$ cat src/rtl/div_unit_pkg.sv
`default_nettype none
// ============================================================================
// Module      : div_unit_pkg
// Description : Shared encodings for the RV32M divide unit: decode constants,
//               divide operation codes and divider state encodings.
// Revision    : 1.0 - initial release
// ============================================================================
package div_unit_pkg;

    // Decode fields that route an instruction to the divider
    localparam logic [6:0] c_opcode_rtype   = 7'b0110011;
    localparam logic [6:0] c_funct7_muldiv  = 7'b0000001;

    // func3[1:0] of the divide group
    localparam logic [1:0] c_div_op_div     = 2'b00;
    localparam logic [1:0] c_div_op_divu    = 2'b01;
    localparam logic [1:0] c_div_op_rem     = 2'b10;
    localparam logic [1:0] c_div_op_remu    = 2'b11;

    // Divider state encodings
    localparam int         c_state_w        = 2;
    localparam logic [c_state_w-1:0] c_st_idle = 2'd0;
    localparam logic [c_state_w-1:0] c_st_calc = 2'd1;
    localparam logic [c_state_w-1:0] c_st_done = 2'd2;

endpackage
`default_nettype wire

$ cat src/rtl/div_unit.sv
`default_nettype none
// ============================================================================
// Module      : div_unit
// Description : Iterative radix-2 restoring divider for DIV/DIVU/REM/REMU.
//               One quotient bit per cycle on magnitudes, sign fix-up on the
//               final cycle, single-cycle fast path for divide-by-zero and
//               signed overflow. All outputs are registered.
// Revision    : 1.0 - initial release
// ============================================================================
module div_unit
    import div_unit_pkg::*;
#(
    parameter int XLEN = 32
) (
    input  logic            clk,
    input  logic            rst,
    input  logic            start,
    input  logic [1:0]      op,
    input  logic [XLEN-1:0] rs1,
    input  logic [XLEN-1:0] rs2,
    input  logic            flush,
    output logic            busy,
    output logic            done,
    output logic [XLEN-1:0] result
);

    localparam int                c_cnt_w    = $clog2(XLEN + 1);
    localparam logic [c_cnt_w-1:0] c_last_cnt = c_cnt_w'(XLEN);
    localparam logic [XLEN-1:0]   c_all_ones = '1;
    localparam logic [XLEN-1:0]   c_int_min  = {1'b1, {(XLEN-1){1'b0}}};

    logic [c_state_w-1:0] r_state;
    logic [c_cnt_w-1:0]   r_count;
    logic [XLEN-1:0]      r_dividend;   // dividend bits shift out, quotient bits shift in
    logic [XLEN-1:0]      r_divisor;
    logic [XLEN-1:0]      r_rem;        // kept remainder is always below the divisor
    logic                 r_is_rem;
    logic                 r_neg_q;
    logic                 r_neg_r;
    logic                 r_busy;
    logic                 r_done;
    logic [XLEN-1:0]      r_result;

    logic                 w_signed;
    logic                 w_rs1_neg;
    logic                 w_rs2_neg;
    logic [XLEN-1:0]      w_abs1;
    logic [XLEN-1:0]      w_abs2;
    logic                 w_div0;
    logic                 w_ovf;
    logic [XLEN-1:0]      w_fast_result;
    logic [XLEN:0]        w_shifted;
    logic [XLEN:0]        w_trial;
    logic                 w_qbit;
    logic [XLEN-1:0]      w_rem_next;
    logic [XLEN-1:0]      w_quot_fix;
    logic [XLEN-1:0]      w_rem_fix;
    logic [XLEN-1:0]      w_final;

    // Operand preparation: magnitudes, signs and fast-path detection
    always_comb begin
        w_signed      = ~op[0];
        w_rs1_neg     = w_signed & rs1[XLEN-1];
        w_rs2_neg     = w_signed & rs2[XLEN-1];
        w_abs1        = w_rs1_neg ? -rs1 : rs1;
        w_abs2        = w_rs2_neg ? -rs2 : rs2;
        w_div0        = (rs2 == '0);
        w_ovf         = w_signed & (rs1 == c_int_min) & (rs2 == c_all_ones);
        w_fast_result = '0;
        if (w_div0) begin
            w_fast_result = op[1] ? rs1 : c_all_ones;
        end else if (w_ovf) begin
            w_fast_result = op[1] ? '0 : c_int_min;
        end
    end

    // One restoring step plus the sign fix-up applied when iteration ends
    always_comb begin
        w_shifted  = {r_rem, r_dividend[XLEN-1]};
        w_trial    = w_shifted - {1'b0, r_divisor};
        w_qbit     = ~w_trial[XLEN];
        w_rem_next = w_qbit ? w_trial[XLEN-1:0] : w_shifted[XLEN-1:0];
        w_quot_fix = r_neg_q ? -r_dividend : r_dividend;
        w_rem_fix  = r_neg_r ? -r_rem : r_rem;
        w_final    = r_is_rem ? w_rem_fix : w_quot_fix;
    end

    // Control FSM with datapath registers; reset beats flush, flush beats start
    always_ff @(posedge clk) begin
        if (rst) begin
            r_state    <= c_st_idle;
            r_count    <= '0;
            r_dividend <= '0;
            r_divisor  <= '0;
            r_rem      <= '0;
            r_is_rem   <= 1'b0;
            r_neg_q    <= 1'b0;
            r_neg_r    <= 1'b0;
            r_busy     <= 1'b0;
            r_done     <= 1'b0;
            r_result   <= '0;
        end else if (flush) begin
            r_state <= c_st_idle;
            r_busy  <= 1'b0;
            r_done  <= 1'b0;
        end else begin
            case (r_state)
                c_st_idle, c_st_done: begin
                    r_done <= 1'b0;
                    r_busy <= 1'b0;
                    r_state <= c_st_idle;
                    if (start) begin
                        r_is_rem   <= op[1];
                        r_neg_q    <= w_rs1_neg ^ w_rs2_neg;
                        r_neg_r    <= w_rs1_neg;
                        r_dividend <= w_abs1;
                        r_divisor  <= w_abs2;
                        r_rem      <= '0;
                        r_count    <= '0;
                        if (w_div0 || w_ovf) begin
                            r_state  <= c_st_done;
                            r_done   <= 1'b1;
                            r_result <= w_fast_result;
                        end else begin
                            r_state <= c_st_calc;
                            r_busy  <= 1'b1;
                        end
                    end
                end
                c_st_calc: begin
                    if (r_count == c_last_cnt) begin
                        r_result <= w_final;
                        r_done   <= 1'b1;
                        r_busy   <= 1'b0;
                        r_state  <= c_st_done;
                    end else begin
                        r_rem      <= w_rem_next;
                        r_dividend <= {r_dividend[XLEN-2:0], w_qbit};
                        r_count    <= r_count + 1'b1;
                    end
                end
                default: begin
                    r_state <= c_st_idle;
                    r_busy  <= 1'b0;
                    r_done  <= 1'b0;
                end
            endcase
        end
    end

    assign busy   = r_busy;
    assign done   = r_done;
    assign result = r_result;

endmodule
`default_nettype wire

$ cat config.mk
export PLATFORM = sky130hd
export DESIGN_NAME = div_unit
export DESIGN_NICKNAME = d
export VERILOG_FILES = /design/src/rtl/div_unit_pkg.sv /design/src/rtl/div_unit.sv
export SDC_FILE = /design/constraint.sdc
export NUM_CORES = 1
export LEC_CHECK = 0
export CORE_MARGIN = 2
export CORE_UTILIZATION = 30
export DETAILED_ROUTE_END_ITERATION = 12
export PLACE_DENSITY = 0.44
export SETUP_SLACK_MARGIN = 0.15
export SLEW_MARGIN = 30
export SYNTH_ARGS = -nofsm -noshare
export SYNTH_HDL_FRONTEND = slang
export SYNTH_SLANG_ARGS = --single-unit
$ cat constraint.sdc
create_clock -name clk -period 9.3 [get_ports clk]
set_input_delay 1.86 -clock clk [delete_from_list [all_inputs] [get_ports clk]]
set_output_delay 1.86 -clock clk [all_outputs]
set_load 0.01 [all_outputs]
==> summary.md, run 1 <==
| Metric | Value |
|---|---|
| Status | finished, final reports clean |
| Fin crit share | 0.578 |
| Gr busiest metal | met2 |
| Post-synth cell types | 68 |
| Crit path required time | 9.59 ns |
| RSZ-0062 raised after global routing | no |
| GR met2 Demand/Resource | 0.306 |
| Slew @ Worst Pin | 0.958 ns |
| Clock Pin Slew Worst Setup and Hold Paths | 0.06 ns |
| Vias/cell | 5.30 |
| Post-synthesis compound-gate area fraction | 0.279 |
| Post CTS Setup Buffer Count | 0 |
| Pre-CTS WS | 3.54 ns |
| Worst hold path class | flip-flop to flip-flop |
| VDD IR max | 0.0000992 V |
| Drt drc | 0 |
| Reg-to-reg endpoint | r_rem[25] |
| Avg Inst Size Synth | 7.60 sq um |
| Reg2reg start | r_dividend[31] |
| Clock root buffer | clkbuf_16 |
| Share of layout cells above drive strength 1 | 0.0508 |
| Num CTS Buffers | 17 |
| Crit path launch type | primary input |
| Port Buffers | 103 |
| Max cap viols | 0 |
| Final nets | 1535 |
| CTS Hold Bufs | 0 |
| Commonest non-fill, non-tap cells in the layout | nor2_1 (150), dfxtp_1 (139), nand2_1 (112), a21oi_1 (104), clkdlybuf4s50_1 (102) |
| Via Count | 10.0k |
| Most common cell after layout, fill and taps aside | nor2_1 |
| Post-Synth Simple-Gate Area | 0.201 |
| Post-synthesis mux area share | 0.0222 |
| DP Area | 11700 sq um |
| Slew headroom | 0.361 |
| Pwr Density | 152 nW/um^2 |
| Minimum clock period | 5.37 ns |
| Die height | 190 um |
| Post-synth ARST share | 0 |
| First-pass GRT wire length | 55900 um |
| Resized Gates After CTS | 0 |
| Slew Viols, Final | 0 |
| Post-synthesis register bit count | 139 |
| Final WS setup | 3.93 ns |
| Post-synth EDFFs | 0 |
| Post-synthesis adder-cell area fraction | 0.0489 |
| Reg2reg setup slack | 5.01 ns |
| Yosys synthesis warning count | 0 |
| Critical path endpoint | result[17] |
| Syn Nets | 1477 |
| FP Rows | 68 |
| Total gr overflow | 0 |
| HPWL after DPL | 26300 um |
| Main combinational cell family by area after synthesis | compound AO/OA/AOI/OAI gates |
| CTS H-Tree Depth | 4 |
| First-pass DRT Iterations | 5 |
| Chip width | 190 um |
| Fin. Hold Viols | 0 |
| Synth Instances | 1367 |
| Clk buf depth | 2 |
| Upper clock frequency limit | 0.186 GHz |
| Post-DRT Antenna Nets | 0 |
| Total Die Area | 36100 sq um |
| Hold_sp | result[28] |
| Pin count of the biggest net entering global routing | 90 |
| Worst setup path category | primary input to flip-flop |
| Io pins | 104 |
| Final setup TNS | 0 ns |
| Ys flop type | dfxtp_1 |
| Routed Wire Length | 34800 um |
| Worst-path maximum fanout | 50 |
| Worst r2r path cells | 14 |
| Global Route Usage Sum | 0.196 |
| Initial antenna violation count | 0 |
| P_leak | 4.53 nW |
| Vias in the first global route | 9716 |
| CTS tree | yes |
| Crit path launch | rs1[2] |
| Starting Density | 0.303 |
| CP endpoint kind | flip-flop |
| Final GP Congestion | 0.838 |
| Avg WL per Cell | 18.4 um |
| Post-Synth XOR/XNOR Area | 0.121 |
| GR Util met3 | 0.0247 |
| # setup viols final | 0 |
| Register area share after synthesis | 0.268 |
| CTS Sinks | 139 |
| ANT cells | 0 |
| Post-Syn Area | 10400 sq um |
| Critical Path AT | 5.66 ns |
| Clock Latency Late Sink | 0.43 ns |
| Area grow syn2layout | 18.7% |
| Clock Skew | 0.0118 ns |
| M1 GR Usage | 0.281 |
| Core area | 34300 sq um |
| Fin area | 12300 sq um |
| Iteration-0 DRC count of the detailed router | 587 |
==> stage by stage <==
stage	hold WS (ns)	instances	power, mW	utilization
after global placement	0.467	1861	1.19	0.342
after CTS	0.481	1893	1.89	0.359
after floorplan	0.429	1367	1.03	-
after detailed placement	0.471	1861	1.18	0.342
final	0.473	1893	1.88	0.360
after global routing	0.488	1893	1.98	0.360
==> worst max-delay path, stage by stage <==
cell and delay (ns):
clkdlybuf4s50_1 0.54, nor4_1 0.57, and4_1 0.43, nor3b_1 0.51, nand3_1 0.26, or3_1 0.45, o211ai_4 0.10, buf_4 0.48
o221ai_1 0.22, a21oi_1 0.17, nor3_1 0.06
==> state kept, by name, summed over array words and instances, names as in the netlist <==
name and count:
r_count 6, r_dividend 32, r_divisor 32, r_is_rem 1, r_neg_q 1, r_neg_r 1, r_rem 32, r_state 2
result 32
==> Yosys cell counts, types with 39 or more instances <==
cell	count	area [sq um]
a211oi_1	40	300
o21ai_0	98	490
clkbuf_1	64	240
o22ai_1	44	275
ha_1	39	488
dfxtp_1	139	2780
nand2_1	112	420
xor2_1	80	701
inv_1	54	203
xnor2_1	64	561
a21oi_1	104	521
nor2_1	151	567
==> kinds of logic after synthesis <==
family	after synthesis
AOI/OAI and AO/OA	448
and+or+nand+nor	439
xor gates and xnor gates	144
DFF	139
buffers and inverters	134
adders and majority gates	40
muxes	23
==> report_power, final <==
part | internal, mW | switching [mW]
Combinational | 0.218 | 0.308
Sequential | 0.618 | 0.0284
Clock | 0.427 | 0.278
Total | 1.26 | 0.614
==> metal layers <==
metal / share of wire / wire length, um
met3: 0.039 / 1350
met2: 0.44 / 15300
met1: 0.50 / 17600
met4: 0.018 / 621
met5: 0 / 0
==> how the worst min path moves through the flow <==
stage | to | slack (ns) | depth (start not counted)
5_1_grt | result[28] | 0.49 | 2
3_5_place_dp | result[28] | 0.47 | 2
4_1_cts | result[28] | 0.48 | 2
3_3_place_gp | result[29] | 0.47 | 2
6_report | result[28] | 0.47 | 2
2_1_floorplan | r_divisor[0] | 0.43 | 2
==> layout make-up <==
type                       count  area, sq um
clock buffer                  20          447
clock inverter                12          148
fill                        3610        22000
inverter                      54          203
multi-input combinational   1094         7030
sequential                   139         2780
tap                          455          569
timing repair buffer         119         1150
No activity file was read; power rests on OpenSTA's default activity.
==> run 2, diff against run 1 <==
- clock period: 9.3 -> 5.3 ns (I/O delays scaled with it)
==> run 2 against run 1 <==
Net effect:
- combinational power up 78%
- wire length down 0.10%
- sequential share of layout area down 0.17 points
- count of clock-buffer cells in the layout unchanged
- setup slack worse by 2.8 ns
- sequential power up 75%
- worst hold slack better by 0.0034 ns
- global-route usage down 0.19 points
- clock skew about the same
- final cell count up 0.37%
- critical path type unchanged
- critical endpoint is now result[5]
- largest cell class unchanged
- largest power group unchanged
==> summary.md, run 2 (synthesis results as in run 1) <==
| Metric | Value |
|---|---|
| Status | finished, final reports clean |
| Slew Viols, Final | 0 (unchanged) |
| Gate power share | 0.281 (about the same) |
| Crit path launch type | primary input |
| Routed Wire Length | 34800 um (-0.10%) |
| Vias in the first global route | 9541 (-1.8%) |
| CTS Sinks | 139 (unchanged) |
| Crit path required time | 5.58 ns (-4.01 ns) |
| Resized Gates After CTS | 0 (unchanged) |
| Sw Ratio | 0.324 (-0.00260) |
| Pwr Density | 268 nW/um^2 (+76%) |
| Fin. Hold Viols | 0 (unchanged) |
| Worst hold path class | flip-flop to flip-flop |
| Slew @ Worst Pin | 0.958 ns (+0.000800 ns) |
| Worst setup path category | primary input to flip-flop |
| # setup viols final | 0 (unchanged) |
| Gr busiest metal | met2 |
| First-pass DRT Iterations | 7 (+2) |
| Net switching power figure | 1.08 mW (+76%) |
| Via Count | 10.0k (+0.030%) |
| Critical Path AT | 4.47 ns (-1.19 ns) |
| Cell Count Post-Placement | 1870 (+0.48%) |
| CTS tree | yes |
| Area grow syn2layout | 19.7% |
| P_leak | 4.58 nW (+1.2%) |
| Reg2reg start | r_dividend[31] |
| Crit path launch | rs1[2] |
| Clock Latency Late Sink | 0.43 ns (about the same) |
| Vias/cell | 5.28 (-0.34%) |
| HPWL after DPL | 26100 um (-0.68%) |
| Initial antenna violation count | 0 (unchanged) |
| Pin count of the biggest net entering global routing | 87 (-3.3%) |
| CP endpoint kind | flip-flop |
| Total power | 3.33 mW (+78%) |
| Total Die Area | 36100 sq um (unchanged) |
| Clock Skew | 0.0118 ns (+0.0000742 ns) |
| FP Rows | 68 (unchanged) |
| Most common cell after layout, fill and taps aside | nor2_1 |
| Post-DRT Antenna Nets | 0 (unchanged) |
| Port Buffers | 103 (unchanged) |
| Iteration-0 DRC count of the detailed router | 697 (+19%) |
| GR met2 Demand/Resource | 0.305 (-0.000561) |
| CTS Hold Bufs | 0 (unchanged) |
| Worst-path maximum fanout | 15 (-70%) |
| Drt drc | 0 (unchanged) |
| Upper clock frequency limit | 0.239 GHz |
| Starting Density | 0.303 (unchanged) |
| Hold_sp | result[28] |
| M1 GR Usage | 0.281 (about the same) |
| Num CTS Buffers | 17 (unchanged) |
| Clk buf depth | 2 (unchanged) |
| Chip width | 190 um (unchanged) |
| VDD IR max | 0.000188 V (+90%) |
| Io pins | 104 (unchanged) |
| Global Route Usage Sum | 0.194 (-0.00194) |
| Share of layout cells above drive strength 1 | 0.0567 (+0.00598) |
| Fin cells | 1900 (+0.37%) |
| Slew headroom | 0.361 (about the same) |
| Final setup TNS | 0 ns (unchanged) |
| Die height | 190 um (unchanged) |
| Clock power share | 0.378 (+0.002) |
| Clock Pin Slew Worst Setup and Hold Paths | 0.07 ns (about the same) |
| Avg WL per Cell | 18.3 um (-0.47%) |
| CTS H-Tree Depth | 4 (unchanged) |
| Max cap viols | 0 (unchanged) |
| Minimum clock period | 4.19 ns |
| Fin crit share | 0.790 |
| P_int | 2.25 mW (+78%) |
| Commonest non-fill, non-tap cells in the layout | nor2_1 (150), dfxtp_1 (137), nand2_1 (112), a21oi_1 (104), clkdlybuf4s50_1 (102) |
| Hold_ws | 0.476 ns (+0.00339 ns) |
| RSZ-0062 raised after global routing | no |
| Core area | 34300 sq um (unchanged) |
| Pre-CTS WS | 0.686 ns (-2.85 ns) |
| Final GP Congestion | 0.804 (-4.0%) |
| Total gr overflow | 0 (unchanged) |
| Clock root buffer | clkbuf_16 |
| Final nets | 1544 (+0.59%) |
| ANT cells | 0 (unchanged) |
| GR Util met3 | 0.0227 (-0.00203) |
| Sequential power share | 0.341 (-0.003) |
| First-pass GRT wire length | 55000 um (-1.7%) |
| Final WS setup | 1.11 ns (-2.81 ns) |
| Post CTS Setup Buffer Count | 0 (unchanged) |
## run 2: cell types whose count changed in the layout (fill, tap and decap cells not counted), moves of 2 or more
cell and change:
clkbuf_1 -2, dfxtp_1 -2, buf_4 +8, clkbuf_8 +2, buf_12 +2, clkinv_2 -3, dfxtp_2 +2
## run 2: worst paths after layout
path / to / slack, ns / depth (start not counted)
hold / removal: result[28] / 0.48 / 2
setup / recovery: result[5] / 1.11 / 10
hold reg to reg: result[28] / 0.48 / 2
setup reg to reg: r_rem[29] / 1.36 / 13
## run 2: area by class of cell
type | count | area (sq um)
fillers | 3637 | 21900
multi-input cells | 1094 | 7030
flip-flops and latches | 139 | 2790
repair buffers | 128 | 1240
well taps | 455 | 569
clock buffers | 20 | 467
inverters | 54 | 203
clock inverters | 10 | 141
## run 2: critical path, stage by stage
cell and delay [ns]:
clkdlybuf4s50_1 0.54, nor4_1 0.62, and4_1 0.44, nor3b_1 0.22, buf_4 0.16, nand3_1 0.19, or3_1 0.44, o211a_1 0.39
a311oi_1 0.32, nor3_1 0.07
## run 2: layer usage
layer | part of all wire | up-vias
met1 | 0.51 | 4721
li1 | - | 5119
met3 | 0.033 | 17
met5 | 0 | -
met2 | 0.44 | 179
met4 | 0.012 | 0
## run 2: stage by stage
stage          cell area [sq um]   util
3_5_place_dp               11800  0.345
4_1_cts                    12400  0.362
5_1_grt                    12400  0.363
2_1_floorplan              10400      -
6_report                   12400  0.363
3_3_place_gp               11800  0.345
## run 2: power groups by stage
stage	clock [mW]	sequential, mW	combinational, mW
2_1_floorplan	0	1.14	0.668
3_3_place_gp	0	1.16	0.941
5_1_grt	1.34	1.14	1.04
6_report	1.26	1.13	0.937
4_1_cts	1.29	1.13	0.943
3_5_place_dp	0	1.16	0.939
==> run 3, diff against run 2 <==
- clock period: 5.3 -> 4.1 ns (I/O delays scaled with it)
==> run 3 against run 2 <==
Net effect:
- final cell count is 1.9% higher
- sequential power is 29% higher
- via count is 1.8% higher
==> summary.md, run 3 (synthesis results as in run 1) <==
| Metric | Value |
|---|---|
| FP Rows | 68 (unchanged) |
| CTS H-Tree Depth | 4 (unchanged) |
| Slew @ Worst Pin | 0.948 ns (-0.0105 ns) |
| Slew Viols, Final | 0 (unchanged) |
| Hold_ws | 0.475 ns (-0.000943 ns) |
| Crit path required time | 4.37 ns (-1.21 ns) |
| CP delay by family, top | simple AND/OR/NAND/NOR gates |
| RSZ-0062 raised after global routing | no |
| Fin util | 0.371 (+0.00843) |
| Core area | 34300 sq um (unchanged) |
| Die height | 190 um (unchanged) |
| Fin. Hold Viols | 0 (unchanged) |
| Final nets | 1581 (+2.4%) |
| First-pass DRT Iterations | 5 (-2) |
| Routed Wire Length | 35300 um (+1.4%) |
| CP cell instances | clkdlybuf4s50_1 -> inv_1 -> ha_1 -> or3b_2 -> nor2_1 -> and3_1 -> nand3_1 -> or4_1 -> o211a_1 -> buf_4 -> nand2_1 -> a21oi_1 |
| Clock root buffer | clkbuf_16 |
| Port Buffers | 103 (unchanged) |
| First-pass GRT wire length | 55700 um (+1.3%) |
| Global Route Usage Sum | 0.196 (+0.00229) |
| Clock Pin Slew Worst Setup and Hold Paths | 0.06 ns (about the same) |
| Minimum clock period | 3.70 ns |
| # setup viols final | 0 (unchanged) |
| Worst-path maximum fanout | 13 (-2) |
| Fin area | 12700 sq um (+2.3%) |
| Chip width | 190 um (unchanged) |
| Filler cells | 3586 (-1.4%) |
| Initial antenna violation count | 0 (unchanged) |
| Num CTS Buffers | 17 (unchanged) |
| Post-DRT Antenna Nets | 0 (unchanged) |
| Crit path launch type | primary input |
| Drt drc | 0 (unchanged) |
| DP Area | 12100 sq um (+2.4%) |
| Area grow syn2layout | 22.5% |
| Pwr Density | 345 nW/um^2 (+29%) |
| Vias in the first global route | 9817 (+2.9%) |
| Clock Latency Late Sink | 0.43 ns (about the same) |
| CTS Sinks | 139 (unchanged) |
| CTS Hold Bufs | 0 (unchanged) |
| ANT cells | 0 (unchanged) |
| Pin count of the biggest net entering global routing | 87 (unchanged) |
| Vias/cell | 5.28 (-0.13%) |
| CTS tree | yes |
| Upper clock frequency limit | 0.270 GHz |
| Crit path largest cell delay | 0.69 ns (+0.07 ns) |
| Starting Density | 0.303 (unchanged) |
| Io pins | 104 (unchanged) |
| Iteration-0 DRC count of the detailed router | 687 (-1.4%) |
| CP endpoint kind | flip-flop |
| Status | finished, final reports clean |
| Share of layout cells above drive strength 1 | 0.0777 (+0.0209) |
| Commonest non-fill, non-tap cells in the layout | nor2_1 (150), dfxtp_1 (138), nand2_1 (112), a21oi_1 (104), clkdlybuf4s50_1 (102) |
| HPWL after DPL | 26800 um (+2.7%) |
| Crit path max-delay cell type | or4_1 |
| Max cap viols | 0 (unchanged) |
| Clock Skew | 0.0150 ns (+0.00316 ns) |
| Worst path bufs/invs | 3 (+1) |
| Total Die Area | 36100 sq um (unchanged) |
| P_leak | 4.77 nW (+4.0%) |
| Slew headroom | 0.368 (+0.00703) |
| Fin crit share | 0.903 |
| Clk buf depth | 2 (unchanged) |
| Via Count | 10.2k (+1.8%) |
| Worst hold path class | flip-flop to flip-flop |
| Critical Path AT | 3.97 ns (-0.50 ns) |
| VDD IR max | 0.000244 V (+29%) |
| Avg WL per Cell | 18.2 um (-0.46%) |
| Total gr overflow | 0 (unchanged) |
| Worst setup path category | primary input to flip-flop |
| Final GP Congestion | 0.824 (+2.5%) |
| Most common cell after layout, fill and taps aside | nor2_1 |
==> run 3: cell types whose count changed in the layout (fill, tap and decap cells not counted), sizes merged <==
cell	before	now
clkbuf	20	21
clkinvlp	2	1
inv	55	54
clkinv	4	3
bufinv	3	4
buf	26	63
==> run 3: stage by stage <==
| step | total power, mW | std cells | setup TNS [ns] | worst slack, ns |
|---|---|---|---|---|
| floorplan | 2.33 | 1367 | 0 | 0.531 |
| global placement | 2.74 | 1907 | 0 | 0.00461 |
| detailed placement | 2.73 | 1907 | -0.308 | -0.0443 |
| CTS | 4.42 | 1936 | 0 | 0.352 |
| global route | 4.62 | 1936 | 0 | 0.202 |
| finish | 4.39 | 1936 | 0 | 0.399 |
==> run 3: worst min-delay path: stages (launching register included) <==
cell and delay, ns:
dfxtp_1 0.33, nand2_1 0.05, o21ai_0 0.06
==> run 3: timing repair <==
item / CTS / global route
hold endpoints to repair: 0 / 0
resized for setup: 0 / 1
setup endpoints to repair: 0 / 4
buffers inserted: 0 / 0
==> run 3: area by class of cell <==
class / count / area [sq um] / share of cell area
timing repair buffer: 165 / 1530 / 0.120
multi-input combinational: 1094 / 7020 / 0.552
tap: 455 / 569 / 0.0448
clock buffer: 21 / 470 / 0.0370
clock inverter: 8 / 143 / 0.0112
sequential: 139 / 2780 / 0.219
inverter: 54 / 203 / 0.0159
==> run 3: report_power, final <==
| group | leakage, nW | internal, mW | switching [mW] |
|---|---|---|---|
| sequential | 1.13 | 1.40 | 0.0611 |
| clock | 0.301 | 1.05 | 0.623 |
| combinational | 3.34 | 0.530 | 0.720 |
| total | 4.77 | 2.99 | 1.40 |
==> run 3: layer usage <==
metal  vias up  part of all wire  GRT usage
li1       5192                 -          -
met1      4791              0.51      0.279
met2       198              0.43      0.309
met3        32             0.040     0.0299
met4         0             0.018     0.0501
met5         -                 0          0
==> run 3: path summary, 6_finish.rpt <==
| path | from | to | slack [ns] | cells past startpoint |
|---|---|---|---|---|
| max reg2reg | r_dividend[31] | r_rem[25] | 0.50 | 14 |
| max | rs2[0] | result[28] | 0.40 | 12 |
| min reg2reg | r_divisor[0] | r_divisor[0] | 0.48 | 2 |
| min | r_divisor[0] | r_divisor[0] | 0.48 | 2 |
